### config.mk
export PLATFORM = sky130hd
export DESIGN_NAME = vga_scan_fetch
export DESIGN_NICKNAME = d
export VERILOG_FILES = /design/src/rtl/vga_scan_fetch.sv
export SDC_FILE = /design/constraint.sdc
export NUM_CORES = 1
export LEC_CHECK = 0
export ABC_AREA = 0
export CORE_MARGIN = 3
export CORE_UTILIZATION = 40
export DETAILED_ROUTE_END_ITERATION = 6
export HOLD_SLACK_MARGIN = 0.02
export PLACE_DENSITY_LB_ADDON = 0.15
export SLEW_MARGIN = 20
export SYNTH_ARGS = -nofsm -noshare
export SYNTH_HDL_FRONTEND = slang
export SYNTH_SLANG_ARGS = --single-unit
### constraint.sdc
create_clock -name clk -period 2.5 [get_ports clk]
set_input_delay 0.5 -clock clk [delete_from_list [all_inputs] [get_ports clk]]
set_output_delay 0.5 -clock clk [all_outputs]
set_load 0.005 [all_outputs]
### src/rtl/vga_scan_fetch.sv
// vga_scan_fetch: 640x480@60 VGA raster scan fetching a 128x96 1-bit-per-colour image upscaled x5.
// The pixel clock is a /4 phase of clk; BRAM address leads the registered colour/sync by one pixel.
module vga_scan_fetch #(
    parameter int H_VISIBLE = 640,
    parameter int H_FP      = 16,
    parameter int H_SYNC    = 96,
    parameter int H_BP      = 48,
    parameter int V_VISIBLE = 480,
    parameter int V_FP      = 10,
    parameter int V_SYNC    = 2,
    parameter int V_BP      = 33,
    parameter int SCALE     = 5
) (
    input  logic        clk,
    input  logic        reset,
    input  logic        red_clr,
    input  logic        green_clr,
    input  logic        blue_clr,
    output logic [13:0] pxl_addr,
    output logic [3:0]  vga_red,
    output logic [3:0]  vga_green,
    output logic [3:0]  vga_blue,
    output logic        hsync,
    output logic        vsync,
    output logic        frame_start
);
    localparam int H_TOTAL = H_VISIBLE + H_FP + H_SYNC + H_BP;
    localparam int V_TOTAL = V_VISIBLE + V_FP + V_SYNC + V_BP;
    localparam logic [9:0] H_LAST = 10'(H_TOTAL - 1);
    localparam logic [9:0] V_LAST = 10'(V_TOTAL - 1);
    localparam logic [9:0] H_VIS  = 10'(H_VISIBLE);
    localparam logic [9:0] V_VIS  = 10'(V_VISIBLE);
    localparam logic [9:0] HS_BEG = 10'(H_VISIBLE + H_FP);
    localparam logic [9:0] HS_END = 10'(H_VISIBLE + H_FP + H_SYNC - 1);
    localparam logic [9:0] VS_BEG = 10'(V_VISIBLE + V_FP);
    localparam logic [9:0] VS_END = 10'(V_VISIBLE + V_FP + V_SYNC - 1);
    localparam logic [2:0] S_LAST = 3'(SCALE - 1);

    logic [1:0] ph;
    logic [9:0] hcount, vcount, hcount_n, vcount_n;
    logic [2:0] hsub, vsub, hsub_n, vsub_n;
    logic [6:0] hcol, vrow, hcol_n, vrow_n;
    logic       pix_edge, h_wrap, v_wrap, vis, vis_n;

    // Sub-pixel counters replace division by SCALE; hcol/vrow may run past the image in blanking, where the address is gated.
    always_comb begin
        pix_edge = ph == 2'd3;
        h_wrap   = hcount == H_LAST;
        v_wrap   = vcount == V_LAST;
        hcount_n = h_wrap ? '0 : hcount + 10'd1;
        hsub_n   = (h_wrap || hsub == S_LAST) ? '0 : hsub + 3'd1;
        hcol_n   = h_wrap ? '0 : (hsub == S_LAST ? hcol + 7'd1 : hcol);
        vcount_n = !h_wrap ? vcount : (v_wrap ? '0 : vcount + 10'd1);
        vsub_n   = !h_wrap ? vsub : ((v_wrap || vsub == S_LAST) ? '0 : vsub + 3'd1);
        vrow_n   = !h_wrap ? vrow : (v_wrap ? '0 : (vsub == S_LAST ? vrow + 7'd1 : vrow));
        vis      = hcount < H_VIS && vcount < V_VIS;
        vis_n    = hcount_n < H_VIS && vcount_n < V_VIS;
    end

    always_ff @(posedge clk) begin
        if (reset) begin
            ph          <= '0;
            hcount      <= '0;
            vcount      <= '0;
            hsub        <= '0;
            vsub        <= '0;
            hcol        <= '0;
            vrow        <= '0;
            pxl_addr    <= '0;
            vga_red     <= '0;
            vga_green   <= '0;
            vga_blue    <= '0;
            hsync       <= 1'b1;
            vsync       <= 1'b1;
            frame_start <= 1'b0;
        end else begin
            ph          <= ph + 2'd1;
            frame_start <= pix_edge && h_wrap && v_wrap;
            if (pix_edge) begin
                hcount    <= hcount_n;
                vcount    <= vcount_n;
                hsub      <= hsub_n;
                vsub      <= vsub_n;
                hcol      <= hcol_n;
                vrow      <= vrow_n;
                pxl_addr  <= vis_n ? {vrow_n, hcol_n} : '0;
                vga_red   <= vis ? {4{red_clr}} : 4'h0;
                vga_green <= vis ? {4{green_clr}} : 4'h0;
                vga_blue  <= vis ? {4{blue_clr}} : 4'h0;
                hsync     <= !(hcount >= HS_BEG && hcount <= HS_END);
                vsync     <= !(vcount >= VS_BEG && vcount <= VS_END);
            end
        end
    end
endmodule

After elaboration in Yosys (flattened, before gate mapping)
Cells that the tools add are included.
Operators by class
  add/subtract/negate cells: 7
  $mul: 0
  divide/modulo/power cells: 0
  $lt $le $gt $ge: 8
  equality and inequality tests: 5
  shift-type cells: 0
  multiplexer cells: 14
  bitwise gates (word level): 0
  reduce and logical (&&, ||, !) cells: 11
Operators with widths (count)
  $mux 7: 5
  $mux 10: 3
  $add 10x1->10 const B: 2
  $eq 10x10->1 const B: 2
  $lt 10x10->1 const B: 2
  $lt 10x9->1 const B: 2
  $add 7x1->7 const B: 2
  $mux 14: 1
  $mux 4: 3
  $ge 10x10->1 const B: 1
  $ge 10x9->1 const B: 1
  $le 10x10->1 const B: 1
  $le 10x9->1 const B: 1
  $add 3x1->3 const B: 2
  $eq 3x3->1 const B: 2
  $logic_and 1x1->1: 6
  $mux 3: 2
  $add 2x1->2 const B: 1
  $eq 2x2->1 const B: 1
  $logic_not 1->1: 2
  $logic_or 1x1->1: 2
  $reduce_and 2->1: 1
Storage, ports and cells
  flip-flop bits (word level): 71
  latch bits: 0
  bits in writable memories: 0
  bits in read-only memories: 0
  input port bits: 5
  output and inout port bits: 29
  memories kept: 0

Depth between registers and ports, before layout
  depth after elaboration: 6
  depth in mapped cells: 9
  mapped depth without buffers: 8

Least setup slack after synthesis
No wires, ideal clock.
  path type: register to register
  start: register hcount[9]
  end: register pxl_addr[2]
  arrival time: 2248 ps
  path slack: 151 ps
  stages on the path, launching flop included: 10
  path buffers: 3
  clock period less this slack: 2349 ps
  cells stage by stage: dfxtp_1 -> or3b_1 -> buf_2 -> or3_1 -> buf_2 -> nor3_4 -> xnor2_1 -> o221ai_2 -> buf_6 -> o41ai_1
Between the ends
  longest elaborated chain between the ends: 5
  elaborated cells between the ends (all ways): 9
RTL lines
  from (decl): RTL line 40  | logic [9:0] hcount, vcount, hcount_n, vcount_n;
  from (signal assigned): RTL line 80  | hcount <= hcount_n;
  $add 10x1->10 or $eq 10x10->1 (tied branches): RTL line 50, 48
  $mux 10, on equally long branches: RTL line 50, 53
  $lt 10x10->1 or $lt 10x9->1 (tied branches): RTL line 57  | vis_n = hcount_n < H_VIS && vcount_n < V_VIS;
  $logic_and 1x1->1: RTL line 57
  $mux 14 (*): RTL line 86  | pxl_addr <= vis_n ? {vrow_n, hcol_n} : '0;
  to (signal assigned): RTL line 86
  to (decl): RTL line 19  | output logic [13:0] pxl_addr,
Every way passes the cells marked *; elsewhere a longest branch is shown, timed or not.
A chain may end at the register's enable or synchronous reset.

Worst setup path after layout
  start: register hcount[9]
  end: register pxl_addr[3]
Same word-level chain as after synthesis.

==> flow_summary.ini <==
[run_status]
status = completed

[timing]
tns_ns = 0
slew_headroom_pct = 59.1
finalCritPeriodShare_pct = 92.3
hold_violations = 0
fin_worst_skew_ns = 0.00625
tightest_slew_ns = 0.612
rsz0062_at_grt = false
min_period_ns = 2.31
max_freq_mhz = 433
final_max_slew_viol_count = 0
setup_viol = 0

[synthesis]
ys_seq_area_share_pct = 39.2
syn_inst = 394
yosys.area.top_type = dfxtp_1
synthTopCellsByArea = dfxtp_1, nand2_1, nor2_1
synth_cell_types = 49
ys_ff_latch = 62
synth_nets = 410
synth_top_area_share_pct = 39.2
synthFlopType = dfxtp_1
syn_avg_cell_area_um2 = 8.04
synthArstFlopShare_pct = 0
synth_edf_count = 0
ys_warn_count = 0
syn-cell-area_um2 = 3170

[die]
top_level_ports = 34
die_y_um = 95.0
core_area_um2 = 7450
initial_utilization_pct = 42.5
die_w_um = 95.0
die-area_um2 = 9020
placementRows = 31

[hold_path]
holdPathStages = 1
min-delay-start = ph[0]
min_to = ph[0]
hp-class = reg2reg

[setup_path]
arrival_ns = 2.55
rr_startpoint = hcount[9]
end_kind = flip-flop
rr_endpoint = pxl_addr[3]
regToRegSetupSlack_ns = 0.19
crit_required_ns = 2.74
path_max_fanout = 14
critPathKind = reg2reg
ff2ff_path_depth = 7
startpoint_type = flip-flop

[pwr]
power_switching_mw = 0.450
pwr-share-comb_pct = 4.5
pwr-share-seq_pct = 48.4
leakagePower_nw = 1.31
p_int_mw = 1.62
power_mw = 2.07
netSwitchingFraction_pct = 21.8
powerDensity_nw_per_um2 = 546
clkPwrFrac_pct = 47.1
vdd_drop_max_mv = 0.336

[cells_and_area]
final_common_cell = dfxtp_1
syn2layout_area_growth_pct = 19.4
num-nets-final = 435
n_antenna_cell = 0
drive_gt1_share_pct = 9.22
final_cell_mix = dfxtp_1, nand2_1, nor2_1, clkdlybuf4s50_1, a21oi_1
fillers = 749

[clock_tree]
post-cts-setup-buffers = 0
cts_tree = done
ctsLongestPathBuffers = 2
post_cts_resized = 0
clock-root-buffer = clkbuf_8
postCtsHoldBufs = 0
htreeDepth = 3
clk-insertion-delay-late_ns = 0.34
cts_sinks = 62
clk_pin_slew_ns = 0.06
numCtsBuffers = 9

[placed_design]
portBuffers = 33
place_hpwl_mm = 5.02
routabilityCongestion = 0.860

[route]
via_count = 2793
drc_errors = 0
routedWlPerCell_um = 13.9
via_per_inst = 5.35
drtIter0Drc = 106
wirelength_mm = 7.26
firstDrtPassIters = 4
ant_nets = 0

[global_route]
grt_max_degree = 35
grt_pass1_vias = 2647
grt_pass1_wl_mm = 12.4
antenna_found_initial = 0
grt_overflow = 0
grtUsageTotal_pct = 17.6

[flow_run]
max-cap-violations = 0
[power groups by stage]
stage	Clock, mW	Combinational, mW	Sequential (mW)
2_1_floorplan	0	0.0580	1.02
3_3_place_gp	0	0.0919	1.02
4_1_cts	1.00	0.0926	1.00
6_report	0.974	0.0924	1.00
5_1_grt	1.04	0.103	1.00
3_5_place_dp	0	0.0921	1.02
[worst max path at each step]
stage	from	end	slack [ns]	cells past startpoint
after floorplan	hcount[9]	pxl_addr[2]	0.15	9
after global placement	hcount[5]	pxl_addr[0]	0.15	7
after detailed placement	hcount[5]	pxl_addr[3]	0.07	7
after CTS	hcount[0]	pxl_addr[3]	0.05	7
after global routing	hcount[0]	pxl_addr[5]	0.02	8
final	hcount[9]	pxl_addr[3]	0.19	7
[metal layers]
metal	share of wire (%)	wire (um)	global-route usage (%)	vias to the layer above
met5	0	0	0	-
met4	1.7	127	5.89	0
met3	3.6	262	5.50	12
met2	45	3290	27.1	45
met1	49	3580	23.3	1305
li1	-	-	-	1431
[layout make-up]
cell class,count,area [um2],area share (%)
Multi-Input combinational cell,285,1710,45.3
Sequential cell,62,1240,32.9
Timing Repair Buffer,48,438,11.6
Clock buffer,12,145,3.84
Tap cell,99,124,3.27
Clock inverter,3,68.8,1.82
Inverter,13,48.8,1.29
[critical path: stages (launching register included)]
cell	delay, ns
dfxtp_1	0.33
or3b_4	0.42
or3_4	0.42
nor3_4	0.23
xnor2_1	0.16
o221ai_2	0.12
buf_4	0.22
o41ai_1	0.30
[cells by family (layout without fill, tap and decap cells)]
family | after synthesis | after routing | synth area share (%)
AND/OR/NAND/NOR | 176 | 176 | 27.2
XOR/XNOR | 24 | 24 | 6.64
flip-flops | 62 | 62 | 39.2
buffers and inverters | 47 | 76 | 6.99
multiplexers | 2 | 2 | 0.672
adder cells (fa/ha/maj) | 11 | 11 | 4.35
AO/OA/AOI/OAI | 72 | 72 | 15.0
[state kept, by name, indices dropped and copies added (netlist names)]
name	count
frame_start	1
hcol	7
hcount	10
hsub	3
hsync	1
ph	2
pxl_addr	14
vcount	10
vga_blue	1
vga_green	1
vga_red	1
vrow	7
vsub	3
vsync	1
[cells in the mapped netlist (2+ instances only)]
cell type and count:
nand2_1 53, nand4_1 12, clkbuf_1 20, ha_1 11
xnor2_1 15, and4_1 2, buf_4 9, nor4_1 2
a21oi_1 25, o31ai_1 6, a32oi_1 2, and3_1 5
nor2_1 45, o32ai_1 3, o41ai_1 6, dfxtp_1 62
or3_1 2, o21ai_0 11, xor2_1 9, nand3b_1 5
o211ai_1 3, buf_2 3, nor3_1 17, inv_1 13
nand3_1 19, nand4b_1 4, a22oi_1 8
[through the flow]
stage | hold WS [ns] | cells | utilization [%] | setup WS (ns) | cell area, um2
3_3_place_gp | 0.418 | 507 | 47.7 | 0.153 | 3560
5_1_grt | 0.466 | 522 | 50.8 | 0.0186 | 3780
2_1_floorplan | 0.399 | 394 | - | 0.151 | 3170
4_1_cts | 0.434 | 522 | 50.6 | 0.0463 | 3770
6_report | 0.428 | 522 | 50.8 | 0.192 | 3780
3_5_place_dp | 0.425 | 507 | 47.7 | 0.0737 | 3560
Note: power is estimated with default switching activity, not from simulation.
